===== config.mk =====
export PLATFORM = sky130hd
export DESIGN_NAME = scan_inject_ctrl_flat
export DESIGN_NICKNAME = d
export VERILOG_FILES = /design/src/rtl/scan_inject_ctrl_pkg.sv /design/src/rtl/scan_inject_ctrl_if.sv /design/src/rtl/scan_inject_ctrl_phase_cnt.sv /design/src/rtl/scan_inject_ctrl.sv /design/src/flat_wrapper.sv
export SDC_FILE = /design/constraint.sdc
export NUM_CORES = 1
export LEC_CHECK = 0
export ABC_AREA = 0
export BUFFER_PORTS_ARGS = -buffer_cell sky130_fd_sc_hd__buf_2
export CORE_MARGIN = 8
export CORE_UTILIZATION = 57
export CTS_CLUSTER_DIAMETER = 150
export DETAILED_ROUTE_END_ITERATION = 12
export PLACE_DENSITY = 0.84
export REMOVE_ABC_BUFFERS = 1
export SETUP_SLACK_MARGIN = 0.1
export SYNTH_ARGS = -nofsm -noshare
export SYNTH_HDL_FRONTEND = slang
export SYNTH_SLANG_ARGS = --single-unit

===== constraint.sdc =====
create_clock -name clk -period 4.8 [get_ports clk]
set_clock_uncertainty 0.15 [all_clocks]
set_input_delay 0.48 -clock clk [delete_from_list [all_inputs] [get_ports clk]]
set_output_delay 0.48 -clock clk [all_outputs]
set_load 0.1 [all_outputs]

===== src/rtl/scan_inject_ctrl_pkg.sv =====
// Package for the scan injection controller: FSM state encoding, default
// chain/capture sizes and the phase-counter width helper.
package scan_inject_pkg;

  localparam int DEF_CHAIN_LEN = 16;
  localparam int DEF_CAP_W     = 4;

  typedef enum logic [2:0] {
    IDLE      = 3'd0,
    SHIFT_IN  = 3'd1,
    CAPTURE   = 3'd2,
    SHIFT_OUT = 3'd3,
    DONE      = 3'd4
  } stateT;

  // The single phase counter must hold both CHAIN_LEN-1 and cap_cycles-1.
  function automatic int cntWidth(input int chainLen, input int capW);
    int w;
    w = $clog2(chainLen + 1);
    return (w > capW) ? w : capW;
  endfunction

endpackage


===== src/rtl/scan_inject_ctrl_if.sv =====
// Bundle between campaign driver / netlist scan pins and the controller.
// Optional compare feature: SCAN_COMPARE_EN adds expected/mismatch.
interface scan_inject_ctrl_if import scan_inject_pkg::*; #(
  parameter int CHAIN_LEN = DEF_CHAIN_LEN,
  parameter int CAP_W     = DEF_CAP_W
);

  logic                 start;
  logic                 abort;
  logic [CHAIN_LEN-1:0] pattern;
  logic [CAP_W-1:0]     cap_cycles;
  logic                 scan_out;
  logic                 scan_en;
  logic                 scan_in;
  logic                 busy;
  logic                 done;
  logic [CHAIN_LEN-1:0] response;
`ifdef SCAN_COMPARE_EN
  logic [CHAIN_LEN-1:0] expected;
  logic                 mismatch;

  modport master (output start, abort, pattern, cap_cycles, scan_out, expected,
                  input  scan_en, scan_in, busy, done, response, mismatch);
  modport slave  (input  start, abort, pattern, cap_cycles, scan_out, expected,
                  output scan_en, scan_in, busy, done, response, mismatch);
`else
  modport master (output start, abort, pattern, cap_cycles, scan_out,
                  input  scan_en, scan_in, busy, done, response);
  modport slave  (input  start, abort, pattern, cap_cycles, scan_out,
                  output scan_en, scan_in, busy, done, response);
`endif

endinterface


===== src/rtl/scan_inject_ctrl_phase_cnt.sv =====
// Down-counter timing the SHIFT_IN, CAPTURE and SHIFT_OUT phases.
// zero marks the last cycle of the current phase; it never wraps.
module scan_phase_cnt #(
  parameter int W = 5
) (
  input  logic         clk,
  input  logic         rst_n,
  input  logic         load,
  input  logic         dec,
  input  logic [W-1:0] loadVal,
  output logic         zero
);

  logic [W-1:0] count;

  // Load has priority; decrement stops at zero.
  always_ff @(posedge clk) begin
    if (!rst_n)                  count <= '0;
    else if (load)               count <= loadVal;
    else if (dec && count != '0) count <= count - W'(1);
  end

  assign zero = (count == '0);

endmodule


===== src/rtl/scan_inject_ctrl.sv =====
// Scan-chain sequencer for fault-injection campaigns:
// shift pattern in, run capture cycles, shift response out.
// Optional compare feature: SCAN_COMPARE_EN.
module scan_inject_ctrl import scan_inject_pkg::*; #(
  parameter int CHAIN_LEN = DEF_CHAIN_LEN,
  parameter int CAP_W     = DEF_CAP_W
) (
  input  logic clk,
  input  logic rst_n,
  scan_inject_ctrl_if.slave bus,
  output stateT dbgState
);

  // Handshake: start is a request that is taken only in IDLE (busy=0 and not
  // in DONE) with abort low; there is no queuing, so a driver waits for
  // done or busy=0 before requesting again. done is a one-cycle completion
  // strobe with response valid; abort outside IDLE cancels without done.

  localparam int CNT_W = cntWidth(CHAIN_LEN, CAP_W);
  localparam logic [CNT_W-1:0] LEN_M1 = CNT_W'(CHAIN_LEN - 1);

  stateT state, nextState;
  logic accept, abortHit;
  logic cntLoad, cntDec, cntZero;
  logic [CNT_W-1:0] cntLoadVal, capM1;
  logic [CHAIN_LEN-1:0] patSr, respSr, respNext;
  logic scanEnD, scanInD, busyD, doneD;
  logic scanEnQ, scanInQ, busyQ, doneQ;
`ifdef SCAN_COMPARE_EN
  logic [CHAIN_LEN-1:0] expLat;
  logic mismatchQ;
`endif

  assign accept   = (state == IDLE) && bus.start && !bus.abort;
  assign abortHit = (state != IDLE) && bus.abort;

  // State register.
  always_ff @(posedge clk) begin
    if (!rst_n) state <= IDLE;
    else        state <= nextState;
  end

  // Next-state logic; abort returns to IDLE from any active state.
  always_comb begin
    nextState = state;
    if (abortHit) nextState = IDLE;
    else begin
      case (state)
        IDLE:      if (accept)  nextState = SHIFT_IN;
        SHIFT_IN:  if (cntZero) nextState = CAPTURE;
        CAPTURE:   if (cntZero) nextState = SHIFT_OUT;
        SHIFT_OUT: if (cntZero) nextState = DONE;
        DONE:                   nextState = IDLE;
        default:                nextState = IDLE;
      endcase
    end
  end

  // Output decode: values for the next cycle, registered below.
  always_comb begin
    scanEnD = (nextState == SHIFT_IN) || (nextState == SHIFT_OUT);
    busyD   = (nextState == SHIFT_IN) || (nextState == CAPTURE) || (nextState == SHIFT_OUT);
    doneD   = (nextState == DONE);
    scanInD = 1'b0;
    if (accept) scanInD = bus.pattern[CHAIN_LEN-1];
    else if (state == SHIFT_IN && !cntZero && !abortHit) scanInD = patSr[CHAIN_LEN-1];
  end

  // Phase counter control: reload at each phase boundary, clear on abort.
  always_comb begin
    cntLoad    = 1'b0;
    cntLoadVal = '0;
    if (abortHit) begin
      cntLoad = 1'b1;
    end else if (accept) begin
      cntLoad    = 1'b1;
      cntLoadVal = LEN_M1;
    end else if (cntZero && state == SHIFT_IN) begin
      cntLoad    = 1'b1;
      cntLoadVal = capM1;
    end else if (cntZero && state == CAPTURE) begin
      cntLoad    = 1'b1;
      cntLoadVal = LEN_M1;
    end
  end

  assign cntDec = !cntLoad;

  scan_phase_cnt #(.W(CNT_W)) uPhaseCnt (
    .clk     (clk),
    .rst_n   (rst_n),
    .load    (cntLoad),
    .dec     (cntDec),
    .loadVal (cntLoadVal),
    .zero    (cntZero)
  );

  // Response shifts in at the LSB so the first bit out lands in the MSB.
  always_comb begin
    respNext    = respSr << 1;
    respNext[0] = bus.scan_out;
  end

  // Datapath and registered outputs.
  always_ff @(posedge clk) begin
    if (!rst_n) begin
      patSr   <= '0;
      respSr  <= '0;
      capM1   <= '0;
      scanEnQ <= 1'b0;
      scanInQ <= 1'b0;
      busyQ   <= 1'b0;
      doneQ   <= 1'b0;
`ifdef SCAN_COMPARE_EN
      expLat    <= '0;
      mismatchQ <= 1'b0;
`endif
    end else begin
      scanEnQ <= scanEnD;
      scanInQ <= scanInD;
      busyQ   <= busyD;
      doneQ   <= doneD;
      if (accept) begin
        patSr  <= bus.pattern << 1;
        respSr <= '0;
        capM1  <= (bus.cap_cycles == '0) ? '0 : CNT_W'(bus.cap_cycles - CAP_W'(1));
`ifdef SCAN_COMPARE_EN
        expLat    <= bus.expected;
        mismatchQ <= 1'b0;
`endif
      end else begin
        if (state == SHIFT_IN)  patSr  <= patSr << 1;
        if (state == SHIFT_OUT) respSr <= respNext;
`ifdef SCAN_COMPARE_EN
        if (state == SHIFT_OUT && cntZero && !abortHit) mismatchQ <= |(respNext ^ expLat);
`endif
      end
    end
  end

  assign bus.scan_en  = scanEnQ;
  assign bus.scan_in  = scanInQ;
  assign bus.busy     = busyQ;
  assign bus.done     = doneQ;
  assign bus.response = respSr;
`ifdef SCAN_COMPARE_EN
  assign bus.mismatch = mismatchQ;
`endif
  assign dbgState = state;

endmodule


===== src/flat_wrapper.sv =====
// flat-port wrapper written by rule: the top's interface ports become plain ports
module scan_inject_ctrl_flat import scan_inject_pkg::*;
#(
  parameter int CHAIN_LEN = DEF_CHAIN_LEN,
  parameter int CAP_W     = DEF_CAP_W
)
  (clk, rst_n, dbgState, bus_start, bus_abort, bus_pattern, bus_cap_cycles, bus_scan_out, bus_scan_en, bus_scan_in, bus_busy, bus_done, bus_response);
  scan_inject_ctrl_if #(.CHAIN_LEN(CHAIN_LEN), .CAP_W(CAP_W)) bus_i ();
  input  logic clk;
  input  logic rst_n;
  output stateT dbgState;
  input wire logic [$bits(bus_i.start)-1:0] bus_start;
  input wire logic [$bits(bus_i.abort)-1:0] bus_abort;
  input wire logic [$bits(bus_i.pattern)-1:0] bus_pattern;
  input wire logic [$bits(bus_i.cap_cycles)-1:0] bus_cap_cycles;
  input wire logic [$bits(bus_i.scan_out)-1:0] bus_scan_out;
  output wire logic [$bits(bus_i.scan_en)-1:0] bus_scan_en;
  output wire logic [$bits(bus_i.scan_in)-1:0] bus_scan_in;
  output wire logic [$bits(bus_i.busy)-1:0] bus_busy;
  output wire logic [$bits(bus_i.done)-1:0] bus_done;
  output wire logic [$bits(bus_i.response)-1:0] bus_response;
  assign bus_i.start = bus_start;
  assign bus_i.abort = bus_abort;
  assign bus_i.pattern = bus_pattern;
  assign bus_i.cap_cycles = bus_cap_cycles;
  assign bus_i.scan_out = bus_scan_out;
  assign bus_scan_en = bus_i.scan_en;
  assign bus_scan_in = bus_i.scan_in;
  assign bus_busy = bus_i.busy;
  assign bus_done = bus_i.done;
  assign bus_response = bus_i.response;
  scan_inject_ctrl #(.CHAIN_LEN(CHAIN_LEN), .CAP_W(CAP_W)) u_core (.clk(clk), .rst_n(rst_n), .bus(bus_i), .dbgState(dbgState));
endmodule

==> results of run 1 <==
## power groups by stage
stage          sequential, uW  combinational (uW)  clock, uW
2_1_floorplan             477                 153          0
3_3_place_gp              465                 217          0
3_5_place_dp              465                 219          0
4_1_cts                   457                 221        268
5_1_grt                   463                 247        284
6_report                  457                 219        264
## through the flow
step / setup slack, ns / std cells / hold slack [ns]
2_1_floorplan: 2.06 / 226 / 0.282
3_3_place_gp: 2.33 / 319 / 0.290
3_5_place_dp: 2.28 / 319 / 0.296
4_1_cts: 2.23 / 327 / 0.173
5_1_grt: 1.96 / 327 / 0.179
6_report: 2.25 / 327 / 0.181
## cells by family (layout without fill, tap and decap cells)
| family | after synthesis | count (layout) | share of synthesized area (%) |
|---|---|---|---|
| and+or+nand+nor | 96 | 96 | 23.4 |
| AOI/OAI and AO/OA | 73 | 73 | 21.2 |
| DFF | 48 | 48 | 47.0 |
| buffers and inverters | 18 | 58 | 5.39 |
| xor gates and xnor gates | 3 | 3 | 1.29 |
| adders and majority gates | 2 | 2 | 1.22 |
| muxes | 1 | 1 | 0.551 |
## worst max-delay path by stage
stage / start / slack, ns / depth (start not counted) / end
after global routing: u_core.dbgState[0] / 1.96 / 4 / u_core.patSr[14]
after global placement: u_core.dbgState[0] / 2.33 / 4 / u_core.patSr[8]
final: u_core.dbgState[0] / 2.25 / 4 / u_core.patSr[14]
after CTS: u_core.dbgState[0] / 2.23 / 4 / u_core.patSr[14]
after detailed placement: u_core.dbgState[0] / 2.28 / 4 / u_core.patSr[14]
after floorplan: u_core.dbgState[0] / 2.06 / 4 / u_core.patSr[10]
## cell type report
class,count,area [um2]
flip-flops and latches,48,961
clock buffers,7,65.1
inverters,3,11.3
fillers,296,1060
multi-input cells,175,973
repair buffers,47,235
clock inverters,1,30.0
well taps,46,57.6
## flip-flops by register name (all words and copies together) (netlist names)
| name | flops |
|---|---|
| u_core.patSr | 15 |
| u_core.bus.busy | 1 |
| u_core.bus.response | 16 |
| u_core.bus.scan_en | 1 |
| u_core.bus.done | 1 |
| u_core.dbgState | 3 |
| u_core.uPhaseCnt.count | 5 |
| u_core.capM1 | 5 |
| u_core.bus.scan_in | 1 |
## placed cells by master, fill, tap and decap left out, drive strengths merged, types with 3 or more instances in the layout
cell | netlist | final
a22oi | 14 | 14
xor2 | 3 | 3
dfxtp | 48 | 48
buf | 12 | 47
or3 | 3 | 3
a21oi | 42 | 42
nor3 | 4 | 4
inv | 3 | 3
nand4 | 3 | 3
o311ai | 3 | 3
nand2 | 58 | 58
nand3b | 4 | 4
nor2 | 10 | 10
a311oi | 3 | 3
clkbuf | 3 | 7
o21ai | 7 | 7
## critical path: cells and delay by family, from the launching register on
family	cells	cell delay (ns)
simple gates	2	1.10
flops	1	0.61
compound gates	2	0.53
## routing by layer
layer  track usage (%)  part of all wire, %  up-vias  routed length, um
li1                  -                    -      934                  -
met2              22.5                   45       50               1900
met1              20.9                   46      819               1980
met4              4.69                  1.2        0                 51
met5                 0                    0        -                  0
met3              6.18                  7.8        7                331
==> impl_metrics.toml, run 1 <==
[grt]
grt_pass1_wl_mm = 7.07
antenna_found_initial = 0
grt_max_degree = 25
groute.usage.overall_pct = 15.7
overflow = 0
grt_pass1_vias = 1620

[synth]
syn_area_um2 = 2040
ys_async_sr_fraction_pct = 0
yosysTopAreaCell = "dfxtp_1"
ys_seq_area_share_pct = 47.0
syn_avg_cell_area_um2 = 8.48
synth_top_area_share_pct = 47.0
yosys_warnings = 0
synth_area_leaders = "dfxtp_1 47%, nand2_1 11%, a21oi_1 10%"
ys_ff_latch = 48
syn-instance-count = 241
synth_edf_count = 0
yosysUniqueCellTypes = 37
synth.most_common_cell = "nand2_1"
synth_commonest_cells = "58 x nand2_1, 48 x dfxtp_1, 42 x a21oi_1, 14 x a22oi_1, 9 x nor2_1"
synth-main-ff-cell = "dfxtp_1"

[layout]
drive_above_1_share_pct = 21.7
nets = 307
final_cell_area_um2 = 2330
final_core_util_pct = 68.8
synthToLayoutAreaGrowth_pct = 14.1
antenna_cells = 0

[critical_path]
required_ns = 4.87
cp_slowest_cell = "nor3b_2"
startpoint_type = "flip-flop"
arrival_ns = 2.62
cp_max_fo = 19
max_stage_delay_ns = 0.92
end_kind = "flip-flop"
crit_type = "flip-flop to flip-flop"
r2r-start = "u_core.dbgState[0]"
r2r_setup_slack_ns = 2.25
crit_top_cell = "a21oi_1"
reg2reg_to = "u_core.patSr[14]"
reg2regPathDepth = 4
worstPathCellList = "nor3b_2 > a21oi_1 > nand2_1 > a21oi_1"

[detailed_routing]
wl_mm = 4.26
postRouteAntennaNets = 0
routed-via-count = 1810
dr.pass1.iters = 4
drtIter0Drc = 93
viasPerCell = 5.54
routedWlPerCell_um = 13.0
drc_errors = 0

[power_and_ir_drop]
clkPwrFrac_pct = 28.1
pwr-share-seq_pct = 48.7
p_per_area_nw_per_um2 = 403
p_total_uw = 940
p_int_uw = 654
switching_power_uw = 286
ir_worst_vdd_mv = 0.262
combPwrFrac_pct = 23.3
p_leak_uw = 0.000908
p_sw_share_pct = 30.4

[timing]
finalCritPeriodShare_pct = 53.1
rsz0062_at_grt = "no"
layout_min_cycle_time_ns = 2.55
maxSlewHeadroom_pct = 29.9
tightest_slew_ns = 1.05
setup_viol = 0
drv_slew = 0
fmax_mhz = 392
final_hold_viol_count = 0
final.setup.tns_ns = 0

[clock_network]
cts_root_buffer = "clkbuf_4"
ctsResizeCount = 0
cts-buffers-inserted = 5
htreeDepth = 2
clk_path_buf_depth = 2
cts_setup_buffers = 0
clkLatencyLatePin_ns = 0.37
clkSlewWorstSetupHoldPaths_ns = 0.13
cts_sinks = 48
tritoncts = "yes"
cts_hold_buf = 0

[hold_path]
hold_end = "u_core.bus.response[0]"
hold_start = "bus_scan_out"
hold_path_depth = 3
hp-class = "primary input to flip-flop"

[placement]
place.gp.congestion = 0.851
numPortBuffers = 47
hpwl_mm = 2.99
placed_area_um2 = 2240

[floorplanning]
io_pins = 48
die_y_um = 75.9
fp-row-count = 21
start_util_pct = 60.3
core_area_um2 = 3390
die_x_um = 75.9
die_area_um2 = 5760

[status]
status = "completed"

[job]
maxCapViolCount = 0
(Power assumes the default switching activity.)
==> run 2, diff against run 1 <==
--- a/config.mk
+++ b/config.mk
@@ -8,10 +8,10 @@
 export ABC_AREA = 0
 export BUFFER_PORTS_ARGS = -buffer_cell sky130_fd_sc_hd__buf_2
 export CORE_MARGIN = 8
-export CORE_UTILIZATION = 57
+export CORE_UTILIZATION = 52
 export CTS_CLUSTER_DIAMETER = 150
 export DETAILED_ROUTE_END_ITERATION = 12
-export PLACE_DENSITY = 0.84
+export PLACE_DENSITY = 0.78
 export REMOVE_ABC_BUFFERS = 1
 export SETUP_SLACK_MARGIN = 0.1
 export SYNTH_ARGS = -nofsm -noshare
==> constraint.sdc (replaced) <==
create_clock -name clk -period 2.35 [get_ports clk]
set_clock_uncertainty 0.15 [all_clocks]
set_input_delay 0.235 -clock clk [delete_from_list [all_inputs] [get_ports clk]]
set_output_delay 0.235 -clock clk [all_outputs]
set_load 0.1 [all_outputs]
==> run 2 against run 1 <==
  * Setup slack worse by 2.0 ns
  * Final cell count is 1.8% higher
  * Sequential cell count stayed put
  * Clock power is 77% higher
  * First-iteration DRC count is 33% higher
  * Combinational power is 110% higher
  * Total power is 98% higher
  * Register-to-register slack worse by 2.0 ns
  * Non-clock buffer count is 5 higher
  * Largest cell class unchanged
==> impl_metrics.toml, run 2 (synthesized netlist as in run 1, its figures left out) <==
[timing]
drv_slew = 0
final.setup.tns_ns = 0
setup_viol = 0
tightest_slew_ns = 0.626
finalCritPeriodShare_pct = 87.3
layout_min_cycle_time_ns = 2.05
fmax_mhz = 487
setup_ws_ns = 0.299
final_hold_viol_count = 0
rsz0062_at_grt = "no"
maxSlewHeadroom_pct = 58.3

[floorplanning]
fp-row-count = 22
start_util_pct = 55.0
die_area_um2 = 6190
die_y_um = 78.7
die_x_um = 78.7
core_area_um2 = 3720
io_pins = 48

[layout]
largest_reg_flops = 16
final_cell_mix = "58 x nand2_1, 48 x dfxtp_1, 47 x buf_2, 41 x a21oi_1, 14 x a22oi_1"
antenna_cells = 0
mostFrequentLayoutCell = "nand2_1"
nets = 312
final_cell_area_um2 = 2360
drive_above_1_share_pct = 23.2
synthToLayoutAreaGrowth_pct = 15.6
fillers = 331

[detailed_routing]
postRouteAntennaNets = 0
drtIter0Drc = 124
wl_mm = 4.61
routed-via-count = 1868
routedWlPerCell_um = 13.8
dr.pass1.iters = 4
drc_errors = 0
viasPerCell = 5.61

[hold_path]
hold_path_depth = 3
hp-class = "primary input to flip-flop"
hold_start = "bus_scan_out"
hold_end = "u_core.bus.response[0]"

[clock_network]
htreeDepth = 2
cts_hold_buf = 0
cts_root_buffer = "clkbuf_8"
tritoncts = "yes"
cts_sinks = 48
cts-buffers-inserted = 5
clk_path_buf_depth = 2
clkLatencyLatePin_ns = 0.30
cts_setup_buffers = 0
clkSlewWorstSetupHoldPaths_ns = 0.08

[critical_path]
r2r_setup_slack_ns = 0.30
end_kind = "flip-flop"
r2r-start = "u_core.uPhaseCnt.count[0]"
startpoint_type = "flip-flop"
required_ns = 2.37
arrival_ns = 2.07
reg2reg_to = "u_core.uPhaseCnt.count[0]"
reg2regPathDepth = 5
crit_type = "flip-flop to flip-flop"
cp_max_fo = 10

[placement]
placed_area_um2 = 2280
hpwl_mm = 3.21
place_ws_ns = 0.294
place.gp.congestion = 0.835
numPortBuffers = 47

[grt]
grt_pass1_vias = 1694
overflow = 0
grt_pass1_wl_mm = 7.69
groute.usage.overall_pct = 15.0
antenna_found_initial = 0
grt_max_degree = 24

[status]
status = "completed"

[power_and_ir_drop]
p_sw_share_pct = 32.3
p_leak_uw = 0.000923
p_per_area_nw_per_um2 = 787
p_int_uw = 1260
clkPwrFrac_pct = 25.1
ir_worst_vdd_mv = 0.409
switching_power_uw = 600
pwr-share-seq_pct = 50.1
combPwrFrac_pct = 24.8

[job]
maxCapViolCount = 0
[run 2: worst max-delay path, stage by stage, from the launching register on]
cell and delay, ns:
dfxtp_1 0.33, inv_1 0.09, ha_1 0.19, or4b_1 0.63, o311ai_0 0.47, a21oi_1 0.07
[run 2: layout make-up]
cell class,instances,area (um2),share of cell area [%]
inverters,3,11.3,0.476
clock inverters,2,12.5,0.529
flip-flops and latches,48,961,40.7
clock buffers,5,68.8,2.91
repair buffers,52,273,11.5
well taps,48,60.1,2.54
multi-input cells,175,977,41.3
[run 2: through the flow]
| stage | hold WS (ns) | total power [uW] | std cells | util [%] |
|---|---|---|---|---|
| after floorplan | 0.164 | 1290 | 226 | - |
| after global routing | 0.0212 | 1970 | 333 | 63.6 |
| final | 0.0215 | 1860 | 333 | 63.6 |
| after global placement | 0.291 | 1400 | 326 | 61.3 |
| after detailed placement | 0.298 | 1410 | 326 | 61.3 |
| after CTS | 0.0139 | 1870 | 333 | 63.5 |
[run 2: power groups by stage]
stage / combinational, uW / sequential [uW] / clock, uW
after global placement: 449 / 948 / 0
after CTS: 459 / 931 / 484
after floorplan: 312 / 975 / 0
after global routing: 521 / 941 / 509
final: 462 / 932 / 467
after detailed placement: 457 / 949 / 0
[run 2: worst max path at each step]
| stage | start | end | slack (ns) | depth (start not counted) |
|---|---|---|---|---|
| after floorplan | u_core.dbgState[0] | u_core.patSr[10] | -0.39 | 4 |
| after global placement | u_core.uPhaseCnt.count[0] | u_core.uPhaseCnt.count[0] | 0.30 | 5 |
| after detailed placement | u_core.uPhaseCnt.count[0] | u_core.uPhaseCnt.count[0] | 0.29 | 5 |
| after CTS | u_core.dbgState[1] | u_core.patSr[5] | 0.28 | 5 |
| after global routing | u_core.dbgState[0] | u_core.capM1[3] | 0.14 | 4 |
| final | u_core.uPhaseCnt.count[0] | u_core.uPhaseCnt.count[0] | 0.30 | 5 |
[run 2: metal layers]
| layer | share of wire [%] | up-vias | track usage, % | wire length [um] |
|---|---|---|---|---|
| li1 | - | 939 | - | - |
| met1 | 46 | 867 | 17.9 | 2100 |
| met2 | 45 | 57 | 24.0 | 2080 |
| met3 | 7.8 | 5 | 5.29 | 361 |
| met4 | 1.4 | 0 | 6.48 | 66 |
| met5 | 0 | - | 0 | 0 |
[run 2: timing repair]
| item | CTS | global route |
|---|---|---|
| setup endpoints to repair | 0 | 13 |
| resized for setup | 0 | 1 |
| hold endpoints to repair | 0 | 0 |
==> run 3, diff against run 2 <==
--- a/config.mk
+++ b/config.mk
@@ -5,13 +5,12 @@
 export SDC_FILE = /design/constraint.sdc
 export NUM_CORES = 1
 export LEC_CHECK = 0
-export ABC_AREA = 0
 export BUFFER_PORTS_ARGS = -buffer_cell sky130_fd_sc_hd__buf_2
 export CORE_MARGIN = 8
-export CORE_UTILIZATION = 52
+export CORE_UTILIZATION = 50
 export CTS_CLUSTER_DIAMETER = 150
 export DETAILED_ROUTE_END_ITERATION = 12
-export PLACE_DENSITY = 0.78
+export PLACE_DENSITY = 0.75
 export REMOVE_ABC_BUFFERS = 1
 export SETUP_SLACK_MARGIN = 0.1
 export SYNTH_ARGS = -nofsm -noshare
==> run 3 against run 2 <==
  * Hold slack lost 0.017 ns
  * Non-clock buffer count grew 2
  * Setup slack lost 0.021 ns
  * Routed wire length grew 0.93%
  * Total power grew 8.3%
  * Utilization shrank 2.8 points
  * Highest routed layer unchanged
==> impl_metrics.toml, run 3 (synthesized netlist as in run 1, its figures left out) <==
[critical_path]
end_kind = "flip-flop"
r2r_setup_slack_ns = 0.28
cp_max_fo = 10
worstPathCellList = "inv_1 > ha_1 > or4b_1 > o311ai_0 > a21oi_1"
max_stage_delay_ns = 0.65
critPathLaunch = "u_core.uPhaseCnt.count[0]"
startpoint_type = "flip-flop"
arrival_ns = 2.10
reg2regPathDepth = 5
r2r-start = "u_core.uPhaseCnt.count[0]"
crit_type = "flip-flop to flip-flop"
cp_slowest_cell = "or4b_1"
required_ns = 2.38

[grt]
overflow = 0
antenna_found_initial = 0
grt_pass1_wl_mm = 7.88
groute.usage.overall_pct = 15.3
grt_pass1_vias = 1784
grt_max_degree = 24

[hold_path]
hold_start = "bus_scan_out"
hold_path_depth = 3
hp-class = "primary input to flip-flop"

[detailed_routing]
routed-via-count = 1838
drc_errors = 0
dr.pass1.iters = 4
drtIter0Drc = 103
wl_mm = 4.65
postRouteAntennaNets = 0
routedWlPerCell_um = 13.8
viasPerCell = 5.44

[power_and_ir_drop]
p_per_area_nw_per_um2 = 835
ir_worst_vdd_mv = 0.510
p_leak_uw = 0.000947

[floorplanning]
die_y_um = 79.9
core_area_um2 = 3970
fp-row-count = 23
die_area_um2 = 6390
die_x_um = 79.9
io_pins = 48
start_util_pct = 51.5

[timing]
final.setup.tns_ns = 0
fmax_mhz = 483
maxSlewHeadroom_pct = 33.8
final_hold_viol_count = 0
finalCritPeriodShare_pct = 88.2
rsz0062_at_grt = "no"
tightest_slew_ns = 0.992
setup_ws_ns = 0.278
setup_viol = 0
layout_min_cycle_time_ns = 2.07
drv_slew = 0

[placement]
place.gp.congestion = 0.855
numPortBuffers = 47
place_ws_ns = 0.311
hpwl_mm = 3.26

[layout]
multi_input_area_um2 = 973
nets = 314
largest_reg_flops = 16
final_core_util_pct = 60.8
mostFrequentLayoutCell = "nand2_1"
antenna_cells = 0
fillers = 365
final_cell_mix = "58 x nand2_1, 48 x dfxtp_1, 47 x buf_2, 42 x a21oi_1, 14 x a22oi_1"
synthToLayoutAreaGrowth_pct = 18.1
drive_above_1_share_pct = 23.3
ff_latch_area_um2 = 961

[clock_network]
cts_root_buffer = "clkbuf_8"
clkSlewWorstSetupHoldPaths_ns = 0.09
clk_path_buf_depth = 2
tritoncts = "yes"
cts-buffers-inserted = 5
cts_setup_buffers = 0
clkLatencyLatePin_ns = 0.31
cts_sinks = 48
htreeDepth = 2

[job]
maxCapViolCount = 0

[status]
status = "completed"
==> run 3: routing by layer <==
layer / GRT usage [%] / up-vias / wire, um
li1: - / 944 / -
met2: 23.3 / 55 / 2090
met1: 18.8 / 833 / 2130
met3: 5.74 / 6 / 359
met5: 0 / - / 0
met4: 6.73 / 0 / 71
==> run 3: area by class of cell <==
class                           count  share of cell area (%)
Timing Repair Buffer               54                    12.0
Inverter                            3                   0.467
Clock buffer                        5                    2.85
Clock inverter                      3                    1.92
Multi-Input combinational cell    175                    40.3
Tap cell                           50                    2.59
Sequential cell                    48                    39.8
==> run 3: worst max-delay path, delay by kind of cell, from the launching register on <==
kind | cells | cell delay [ns]
compound gates | 2 | 0.51
buf+inv | 1 | 0.11
fa+ha+maj | 1 | 0.20
flops | 1 | 0.33
simple gates | 1 | 0.65
==> run 3: repair_timing <==
action | CTS | global route
resized for setup | 0 | 1
hold buffers | 0 | 1
endpoints found under the hold margin | 0 | 1
endpoints found under the setup margin | 0 | 1
==> run 3: per-stage QoR <==
| stage | power [uW] | cell area (um2) | instances | hold WS [ns] |
|---|---|---|---|---|
| floorplan | 1290 | 1950 | 226 | 0.164 |
| global placement | 1400 | 2290 | 329 | 0.291 |
| detailed placement | 1410 | 2290 | 329 | 0.296 |
| CTS | 2020 | 2400 | 337 | 0.000498 |
| global route | 2130 | 2410 | 338 | 0.00883 |
| finish | 2010 | 2410 | 338 | 0.00438 |
==> run 3: worst paths after layout <==
kind                                                  end
worst min register to register    u_core.bus.response[15]
worst max-delay path            u_core.uPhaseCnt.count[0]
worst max register to register  u_core.uPhaseCnt.count[0]
worst min-delay path               u_core.bus.response[0]
==> run 3: power breakdown <==
group / switching, uW / internal [uW] / leakage, uW
Clock: 291 / 321 / 0.0000548
Combinational: 284 / 188 / 0.000501
Sequential: 56.7 / 875 / 0.000391
